$ cat src/rtl/pipe_ctrl_unit_if.sv
// Bus between the pipeline controller and its clients: stall requests and flush
// requests in; the stall vector, flush/redirect and watchdog/performance status out.
interface pipe_ctrl_unit_if #(
  parameter int NUM_STAGES = 6,
  parameter int CNT_W      = 32
);
  logic [NUM_STAGES-1:0] stallreq;
  logic                  flush_req;
  logic [31:0]           flush_pc;
  logic [NUM_STAGES-1:0] stall;
  logic                  flush;
  logic [31:0]           new_pc;
  logic                  stall_timeout;
  logic [CNT_W-1:0]      stall_cycles;

  modport master (
    output stallreq, flush_req, flush_pc,
    input  stall, flush, new_pc, stall_timeout, stall_cycles
  );

  modport slave (
    input  stallreq, flush_req, flush_pc,
    output stall, flush, new_pc, stall_timeout, stall_cycles
  );
endinterface

$ cat src/rtl/pipe_ctrl_unit.sv
// Pipeline control: combinational prefix stall mask (0 cycles), registered flush/redirect
// (1 cycle after flush_req), sticky stall watchdog and saturating stall-cycle counter.
module pipe_ctrl_unit #(
  parameter int NUM_STAGES    = 6,
  parameter int FLUSH_CYCLES  = 1,
  parameter int STALL_TIMEOUT = 1024,
  parameter int CNT_W         = 32
) (
  input logic             clk,
  input logic             rst,
  pipe_ctrl_unit_if.slave bus
);
  localparam logic [0:0] IDLE  = 1'b0;
  localparam logic [0:0] FLUSH = 1'b1;

  localparam int              FC_W    = (FLUSH_CYCLES > 1) ? $clog2(FLUSH_CYCLES) : 1;
  localparam logic [FC_W-1:0] FC_LOAD = FC_W'(FLUSH_CYCLES - 1);

  localparam int              WD_W     = (STALL_TIMEOUT > 0) ? $clog2(STALL_TIMEOUT + 1) : 1;
  localparam logic [WD_W-1:0] WD_LIMIT = WD_W'(STALL_TIMEOUT);
  localparam logic [WD_W-1:0] WD_LAST  = WD_W'((STALL_TIMEOUT > 0) ? STALL_TIMEOUT - 1 : 0);
  localparam bit              WD_EN    = (STALL_TIMEOUT > 0);

  logic [0:0]            state;
  logic [FC_W-1:0]       fcnt;
  logic [31:0]           pc_q;
  logic [WD_W-1:0]       wd;
  logic                  to_q;
  logic [CNT_W-1:0]      cyc;
  logic [NUM_STAGES-1:0] mask;
  logic [NUM_STAGES-1:0] stall_v;
  logic                  stall_any;

  // Stage i holds whenever it or any later stage requests a hold.
  always_comb begin
    mask = '0;
    for (int i = 0; i < NUM_STAGES; i++) begin
      mask[i] = |(bus.stallreq >> i);
    end
  end

  assign stall_v   = (rst || state == FLUSH) ? '0 : mask;
  assign stall_any = |stall_v;

  always_ff @(posedge clk) begin
    if (rst) begin
      state <= IDLE;
      fcnt  <= '0;
      pc_q  <= '0;
      wd    <= '0;
      to_q  <= 1'b0;
      cyc   <= '0;
    end else begin
      case (state)
        IDLE: begin
          if (bus.flush_req) begin
            state <= FLUSH;
            pc_q  <= bus.flush_pc;
            fcnt  <= FC_LOAD;
          end
        end
        default: begin
          // A new redirect during a flush replaces the pending one and restarts the window.
          if (bus.flush_req) begin
            pc_q <= bus.flush_pc;
            fcnt <= FC_LOAD;
          end else if (fcnt == '0) begin
            state <= IDLE;
          end else begin
            fcnt <= fcnt - 1'b1;
          end
        end
      endcase

      if (stall_any) begin
        if (wd != WD_LIMIT) begin
          wd <= wd + 1'b1;
        end
        if (WD_EN && wd == WD_LAST) begin
          to_q <= 1'b1;
        end
      end else begin
        wd <= '0;
      end

      if (stall_any && cyc != '1) begin
        cyc <= cyc + 1'b1;
      end
    end
  end

  assign bus.stall         = stall_v;
  assign bus.flush         = (state == FLUSH);
  assign bus.new_pc        = pc_q;
  assign bus.stall_timeout = to_q;
  assign bus.stall_cycles  = cyc;
endmodule
$ cat src/flat_wrapper.sv
// flat-port wrapper written by rule: the top's interface ports become plain ports
module pipe_ctrl_unit_flat 
#(
  parameter int NUM_STAGES    = 6,
  parameter int FLUSH_CYCLES  = 1,
  parameter int STALL_TIMEOUT = 1024,
  parameter int CNT_W         = 32
)
  (clk, rst, bus_stallreq, bus_flush_req, bus_flush_pc, bus_stall, bus_flush, bus_new_pc, bus_stall_timeout, bus_stall_cycles);
  pipe_ctrl_unit_if #(.NUM_STAGES(NUM_STAGES), .CNT_W(CNT_W)) bus_i ();
  input logic clk;
  input logic rst;
  input wire logic [$bits(bus_i.stallreq)-1:0] bus_stallreq;
  input wire logic [$bits(bus_i.flush_req)-1:0] bus_flush_req;
  input wire logic [$bits(bus_i.flush_pc)-1:0] bus_flush_pc;
  output wire logic [$bits(bus_i.stall)-1:0] bus_stall;
  output wire logic [$bits(bus_i.flush)-1:0] bus_flush;
  output wire logic [$bits(bus_i.new_pc)-1:0] bus_new_pc;
  output wire logic [$bits(bus_i.stall_timeout)-1:0] bus_stall_timeout;
  output wire logic [$bits(bus_i.stall_cycles)-1:0] bus_stall_cycles;
  assign bus_i.stallreq = bus_stallreq;
  assign bus_i.flush_req = bus_flush_req;
  assign bus_i.flush_pc = bus_flush_pc;
  assign bus_stall = bus_i.stall;
  assign bus_flush = bus_i.flush;
  assign bus_new_pc = bus_i.new_pc;
  assign bus_stall_timeout = bus_i.stall_timeout;
  assign bus_stall_cycles = bus_i.stall_cycles;
  pipe_ctrl_unit #(.NUM_STAGES(NUM_STAGES), .FLUSH_CYCLES(FLUSH_CYCLES), .STALL_TIMEOUT(STALL_TIMEOUT), .CNT_W(CNT_W)) u_core (.clk(clk), .rst(rst), .bus(bus_i));
endmodule
$ cat config.mk
export PLATFORM = sky130hd
export DESIGN_NAME = pipe_ctrl_unit_flat
export DESIGN_NICKNAME = d
export VERILOG_FILES = /design/src/rtl/pipe_ctrl_unit_if.sv /design/src/rtl/pipe_ctrl_unit.sv /design/src/flat_wrapper.sv
export SDC_FILE = /design/constraint.sdc
export NUM_CORES = 1
export LEC_CHECK = 0
export CAP_MARGIN = 30
export CORE_MARGIN = 2
export CORE_UTILIZATION = 41
export DETAILED_ROUTE_END_ITERATION = 16
export PLACE_DENSITY = 0.76
export SKIP_LAST_GASP = 1
export SLEW_MARGIN = 20
export SYNTH_ARGS = -nofsm -noshare
export SYNTH_HDL_FRONTEND = slang
export SYNTH_SLANG_ARGS = --single-unit
$ cat constraint.sdc
create_clock -name clk -period 1.8 [get_ports clk]
set_input_delay 0.18 -clock clk [delete_from_list [all_inputs] [get_ports clk]]
set_output_delay 0.18 -clock clk [all_outputs]
set_load 0.01 [all_outputs]
==> summary.txt, run 1 <==
Pwr
  • Clock network fraction of total power: approximately two fifths
  • Sw power: 0.0009150 W
  • Logic pwr share: between 10% and 20%
  • Sequential share of power: 48.1%
  • Leakage Power: 2.222 nW
  • VDD IR-drop max: 0.4483 mV
  • P_int: around 0.0028 W
  • PD cells: roughly 670 nW/um^2
  • Sw Ratio: between 20% and 30%

CTS
  • Clk pin slew, worst setup/hold paths: roughly 90 ps
  • CTS Hold Bufs: 0
  • H-tree levels: 3
  • CTS Root Cell: clkbuf_8
  • CTS tree: done
  • Clk buf depth: 2
  • Skew-Pair Late Insertion Delay: about 350 ps
  • Clock sink count: just under 80
  • Num CTS Buffers: 9

STA
  • RSZ-0062 raised after global routing: true
  • Worst Tran Pin Value: roughly 670 ps
  • Clock Skew: between 9 and 10 ps
  • Max-slew headroom: around 55%
  • Final setup margin: -162.3 ps
  • Crit share post-route: 109.0%
  • Endpoints failing hold: 0
  • Final Setup Violations: 21
  • Final Slew Violations: 0
  • Min Tclk post-route: 1962 ps
  • Fmax: approximately 510 MHz
  • Hold WS: approximately 320 ps

Detailed routing
  • WL per Instance: approximately 15 um
  • DRT Wirelength: ~10000 um
  • DRC viols: 0
  • DR vias/cell: around 5.3
  • DRT iter0 DRCs: roughly 220
  • ANT nets after route: 0
  • Vias: between 3000 and 4000
  • Router iterations before antenna repair: 5

Die
  • Initial Utilization: ~42%
  • Die Wd: approximately 95 um
  • Full die area: 9080 sq um
  • Std-Cell Rows: 33
  • I/O Pins: around 110
  • Die height: 95.29 um
  • Area of the core: about 8100 sq um

Logic synthesis
  • Post-synth ARST share: 0%
  • Dominant cell by count in the synthesized netlist: dfxtp_1
  • Synth area leaders: dfxtp_1 45%, mux2i_1 10%, nor2_1 6.4%
  • Post-Synthesis Cells: about 370
  • Post-synthesis sequential area ratio: between 40% and 50%
  • Yosys cell types: 46
  • Cell area after synthesis: roughly 3400 sq um
  • Synth top area share: 45.11%
  • Post-synth EDFFs: 0
  • Post-synth top cells: 77 x dfxtp_1, 58 x nor2_1, 35 x mux2i_1
  • Post-Syn Nets: slightly above 400
  • Synth warn: 0
  • #FFs+latches synth: 77
  • Top FF cell, synth: dfxtp_1
  • Area leader, netlist: dfxtp_1
  • Mean Syn Cell Area: between 9 and 10 sq um

Outcome
  • Status: finished, violations left
  • Failing checks: negative setup slack

GRT
  • Initial antenna violation count: 0
  • Pin count of the biggest net entering global routing: 63
  • First-pass GRT wire length: 15730 um
  • Total congestion overflow: 0
  • Total GRT Usage: 22.13%
  • Number of global-route vias before repair: roughly 3400

Worst setup path
  • Worst path arrival time: ~2200 ps
  • Critical Path Sink: u_core.bus.stall_cycles[27]
  • Buffers & Inverters on Critical Path: 2
  • CP Class: flop to flop
  • Critical path launch point type: flop
  • Worst Setup SP: u_core.bus.stall_cycles[0]
  • RR Endpoint: u_core.bus.stall_cycles[27]
  • CP endpoint kind: flop
  • Largest stage delay, worst path: between 400 and 500 ps
  • Worst path required time: roughly 2100 ps
  • Worst reg2reg path depth: 8
  • Crit Reg-Reg Startpoint: u_core.bus.stall_cycles[0]
  • R2R Setup Slk: -160 ps
  • Slowest CP cell: or4_1
  • Cell count along the critical path: 8
  • Critical path, cell by cell: ha_4, and3_4, nand4_1, buf_4, o31ai_4, buf_12, or4_1, a21oi_1
  • Crit-path leading delay family: simple AND/OR/NAND/NOR gates
  • Worst Path Max Fanout: 10

Placed design
  • Final HPWL DP: approximately 6600 um
  • Placed cells: about 630
  • Final weighted congestion in routability-driven placement: around 0.88
  • Port Buffers: around 110

Final layout
  • Fillers: around 640
  • Non-Filler Instances: 663
  • Layout cells sized above 1: approximately a quarter
  • N_diodes: 0
  • Total Nets Final: 597
  • Area Overhead vs Synth: 63.31%

Worst hold path
  • HP Start: bus_flush_req
  • Min-Delay Path Class: input pin to flop

Flow run
  • Max_cap viols: 0
[flip-flops by register name (all words and copies together) (netlist names)]
signal,cells
u_core.bus.stall_cycles,32
u_core.wd,11
u_core.bus.flush,1
u_core.bus.stall_timeout,1
u_core.bus.new_pc,32
[power groups by stage]
stage / sequential [W] / combinational (W) / clock [W]
after floorplan: 0.00185 / 0.000162 / 0
after global placement: 0.00182 / 0.000431 / 0
after detailed placement: 0.00183 / 0.000442 / 0
after CTS: 0.00179 / 0.000464 / 0.00148
after global routing: 0.00179 / 0.000508 / 0.00157
final: 0.00179 / 0.000471 / 0.00146
[layout make-up]
class / count / area (sq um) / area share (%)
flip-flops and latches: 77 / 1558 / 27.91
well taps: 105 / 131.4 / 2.354
repair buffers: 189 / 1723 / 30.87
clock buffers: 11 / 162.7 / 2.915
clock inverters: 5 / 62.56 / 1.121
multi-input cells: 268 / 1911 / 34.24
inverters: 8 / 32.53 / 0.5830
[layout by cell type (no fill, tap or decap), types with 4 or more instances in the layout]
master | netlist | layout
xnor2_1 | 5 | 5
xor2_1 | 7 | 7
buf_4 | 0 | 69
or3_1 | 8 | 8
and4_1 | 8 | 6
buf_6 | 3 | 6
mux2i_1 | 35 | 35
nand3_1 | 15 | 13
a21oi_1 | 19 | 16
o21a_1 | 4 | 4
or4_1 | 9 | 5
o31ai_1 | 11 | 11
dfxtp_1 | 77 | 68
nand4_1 | 10 | 10
nor2_1 | 58 | 57
and3_1 | 10 | 9
clkdlybuf4s50_1 | 0 | 100
o21ai_1 | 3 | 5
nand2_1 | 17 | 17
or4_4 | 1 | 5
buf_2 | 1 | 4
dfxtp_2 | 0 | 7
inv_1 | 7 | 7
dlygate4sd2_1 | 0 | 5
clkbuf_8 | 0 | 10
[tightest hold or removal path, stage by stage]
cell and delay (ps):
buf_2 110, buf_12 190, nor2b_1 150
[kinds of logic (layout without fill, tap and decap cells)]
kind of cell,count (synthesis),count (layout),synth area share [%]
compound gates,55,56,11.20
simple gates,158,158,24.53
flops,77,77,45.11
buf+inv,24,213,3.405
xor+xnor,12,12,3.076
fa+ha+maj,3,3,1.099
mux,39,39,11.57
[routing by layer]
metal,vias to the layer above,part of all wire (%),GRT usage [%]
met4,0,1.1,7.850
met2,133,49,36.80
met5,-,0,0
met1,1670,42,27.00
met3,12,7.3,6.798
li1,1703,-,-
[per-stage QoR]
step | total power [W] | cell area [sq um] | util (%) | TNS, ps | setup WS (ps)
after detailed placement | 0.002267 | 5055 | 62.14 | -13760 | -441.6
final | 0.003714 | 5580 | 68.60 | -1791 | -162.3
after global routing | 0.003875 | 5580 | 68.60 | -3719 | -232.0
after floorplan | 0.002012 | 3448 | - | -52.29 | -35.81
after global placement | 0.002254 | 5055 | 62.14 | -11550 | -410.8
after CTS | 0.003731 | 5444 | 66.93 | -956.8 | -128.2
[worst min-delay path by stage]
stage	slack [ps]	cells after the start	to
CTS	310	3	u_core.bus.flush
global route	310	3	u_core.bus.flush
finish	320	3	u_core.bus.flush
detailed placement	480	2	u_core.bus.stall_timeout
floorplan	330	2	u_core.bus.new_pc[0]
global placement	460	2	u_core.bus.stall_timeout
[timing repair]
action	4_1_cts	5_1_grt
buffers inserted	12	8
gates resized for setup	33	24
gates cloned	1	0
pin swaps	19	22
setup endpoints to repair	35	30
Note: power is estimated with default switching activity, not from simulation.
==> run 2, diff against run 1 <==
--- a/config.mk
+++ b/config.mk
@@ -10,8 +10,8 @@
 export CORE_UTILIZATION = 41
 export DETAILED_ROUTE_END_ITERATION = 16
 export PLACE_DENSITY = 0.76
+export RECOVER_POWER = 100
 export SKIP_LAST_GASP = 1
-export SLEW_MARGIN = 20
 export SYNTH_ARGS = -nofsm -noshare
 export SYNTH_HDL_FRONTEND = slang
 export SYNTH_SLANG_ARGS = --single-unit
==> results of run 2 <==
Final layout, timing and power as in run 1 (identical DEF).
==> run 3, diff against run 2 <==
--- a/config.mk
+++ b/config.mk
@@ -9,6 +9,7 @@
 export CORE_MARGIN = 2
 export CORE_UTILIZATION = 41
 export DETAILED_ROUTE_END_ITERATION = 16
+export GPL_TIMING_DRIVEN = 0
 export PLACE_DENSITY = 0.76
 export RECOVER_POWER = 100
 export SKIP_LAST_GASP = 1
==> summary.txt, run 3 (synthesized netlist as in run 1, its figures left out) <==
GRT
  • First-pass GRT wire length: 15040 um (-4.4%)
  • Pin count of the biggest net entering global routing: 14 (-78%)
  • Total congestion overflow: 0 (unchanged)
  • Number of global-route vias before repair: 3197 (-5.2%)
  • Initial antenna violation count: 0 (unchanged)
  • Total GRT Usage: 21.26% (-0.86 points)

Outcome
  • Status: finished, violations left
  • Failing checks: negative setup slack

Final layout
  • Area Overhead vs Synth: 55.44%
  • Non-Filler Instances: 626 (-5.6%)
  • Commonest non-fill, non-tap cells in the layout: 57 x dfxtp_1, 55 x nor2_1, 54 x dlygate4sd3_1
  • Commonest non-fill, non-tap cell in the layout: dfxtp_1
  • Total Nets Final: 560 (-6.2%)
  • Layout cells sized above 1: 21.50% (-3.6 points)
  • N_diodes: 0 (unchanged)
  • Fillers: 655 (+1.7%)

CTS
  • H-tree levels: 3 (unchanged)
  • CTS Hold Bufs: 0 (unchanged)
  • Skew-Pair Late Insertion Delay: 350 ps (about the same)
  • CTS Root Cell: clkbuf_8
  • Clk pin slew, worst setup/hold paths: 80 ps (about the same)
  • Clk buf depth: 2 (unchanged)
  • CTS tree: done
  • Num CTS Buffers: 9 (unchanged)
  • Clock sink count: 77 (unchanged)

Die
  • Full die area: 9080 sq um (unchanged)
  • I/O Pins: 113 (unchanged)
  • Area of the core: 8134 sq um (unchanged)
  • Die Wd: 95.29 um (unchanged)
  • Std-Cell Rows: 33 (unchanged)
  • Die height: 95.29 um (unchanged)
  • Initial Utilization: 42.01% (unchanged)

STA
  • Final Setup Violations: 28 (+33%)
  • Max-slew headroom: 52.66% (-2.5 points)
  • Final Slew Violations: 0 (unchanged)
  • Min Tclk post-route: 1902 ps (-59.87 ps)
  • Worst Tran Pin Value: 710.2 ps (+37.93 ps)
  • Final setup margin: -102.4 ps (+59.87 ps)
  • Clock Skew: 12.52 ps (+2.941 ps)
  • Fmax: 525.6 MHz (+3.1%)
  • Endpoints failing hold: 0 (unchanged)
  • Crit share post-route: 105.7% (-3.3 points)
  • RSZ-0062 raised after global routing: true

Pwr
  • P_int: 0.002827 W (+0.98%)
  • VDD IR-drop max: 0.5321 mV (+19%)
  • Sw power: 0.0008824 W (-3.6%)
  • Sw Ratio: 23.79% (-0.84 points)
  • Leakage Power: 2.182 nW (-1.8%)
  • PD cells: 698.3 nW/um^2 (+4.9%)
  • Logic pwr share: 12.4% (-0.3 points)
  • Total power: 0.003709 W (-0.14%)
  • Clock network fraction of total power: 39.5% (+0.3 points)
  • Sequential share of power: 48.1% (about the same)

Worst hold path
  • Min-Delay Path Class: input pin to flop

Detailed routing
  • DRT Wirelength: 9829 um (-1.6%)
  • Vias: 3378 (-4.0%)
  • DRT iter0 DRCs: 256 (+17%)
  • ANT nets after route: 0 (unchanged)
  • DR vias/cell: 5.396 (+1.7%)
  • WL per Instance: 15.70 um (+4.3%)
  • Router iterations before antenna repair: 5 (unchanged)
  • DRC viols: 0 (unchanged)

Worst setup path
  • Critical path, cell by cell: dlygate4sd2_1, or4_1, o31ai_2, inv_4, o31ai_4, buf_6, buf_8, mux2i_1, nor2_1
  • CP endpoint kind: flop
  • Worst path required time: 2020 ps (-60 ps)
  • Worst Path Max Fanout: 6 (-4)
  • Critical path launch point type: input pin
  • Slowest CP cell: or4_1
  • CP Class: input pin to flop
  • Worst path arrival time: 2120 ps (-120 ps)
  • Largest stage delay, worst path: 560 ps (+70 ps)

Flow run
  • Max_cap viols: 0 (unchanged)

Placed design
  • Placed cells: 583 (-7.0%)
  • Final HPWL DP: 6599 um (+0.19%)
  • Final weighted congestion in routability-driven placement: 0.8375 (-5.0%)
  • Port Buffers: 110 (-1.8%)
[run 3: cell count changes in the layout (fill, tap and decap cells not counted), sizes merged, moves of 2 or more]
| cell | before | now |
|---|---|---|
| buf | 81 | 36 |
| clkbuf | 11 | 18 |
| clkdlybuf4s15 | 2 | 0 |
| clkdlybuf4s50 | 100 | 47 |
| dlygate4sd2 | 5 | 7 |
| dlygate4sd3 | 0 | 54 |
| inv | 10 | 8 |
[run 3: timing repair]
| action | in CTS | in global routing |
|---|---|---|
| pin swaps | 21 | 19 |
| resized for setup | 36 | 41 |
| buffers inserted | 23 | 2 |
| cloned | 1 | 1 |
| setup endpoints to repair | 46 | 32 |
[run 3: metal layers]
metal	GRT usage, %	part of all wire [%]
met5	0	0
met4	5.314	1.3
met3	7.905	8.5
met2	35.56	48
met1	25.83	42
[run 3: per-stage QoR]
stage                     utilization, %  TNS (ps)  hold WS, ps  area [sq um]  setup slack [ps]
final                              65.30     -1777        249.6          5311            -102.4
after floorplan                        -    -52.29        327.3          3448            -35.81
after global placement             57.55    -17710        456.2          4681            -636.4
after CTS                          63.64    -785.0        251.6          5176            -93.36
after global routing               65.30     -3447        279.5          5311            -167.2
after detailed placement           57.55    -19610        481.2          4681            -668.5
[run 3: path summary, 6_finish.rpt]
kind / slack (ps) / start / end / cells past startpoint
setup / recovery: -100 / bus_stallreq[4] / u_core.bus.stall_cycles[1] / 9
hold / removal: 250 / bus_flush_req / u_core.bus.new_pc[2] / 3
setup reg to reg: -100 / u_core.bus.stall_cycles[1] / u_core.bus.stall_cycles[19] / 7
hold reg to reg: 500 / u_core.bus.stall_cycles[4] / u_core.bus.stall_cycles[4] / 1
[run 3: final cells by class]
cell class,instances,area [sq um],share of cell area [%]
Inverter,8,32.53,0.6125
Sequential cell,77,1577,29.68
Multi-Input combinational cell,267,1928,36.30
Tap cell,105,131.4,2.474
Clock inverter,6,86.33,1.625
Buffer,16,95.09,1.790
Clock buffer,10,137.6,2.591
Timing Repair Buffer,137,1324,24.92
[run 3: critical path, delay by kind of cell]
| family | cells | cell delay (ps) |
|---|---|---|
| AO/OA/AOI/OAI | 2 | 480 |
| buffers and inverters | 4 | 670 |
| multiplexers | 1 | 170 |
| AND/OR/NAND/NOR | 2 | 610 |
[run 3: power by group through the flow]
stage,Sequential [W],Clock [W],Combinational (W)
6_report,0.00178,0.00147,0.000460
5_1_grt,0.00179,0.00157,0.000498
4_1_cts,0.00179,0.00149,0.000472
3_5_place_dp,0.00183,0,0.000424
3_3_place_gp,0.00183,0,0.000415
2_1_floorplan,0.00185,0,0.000162
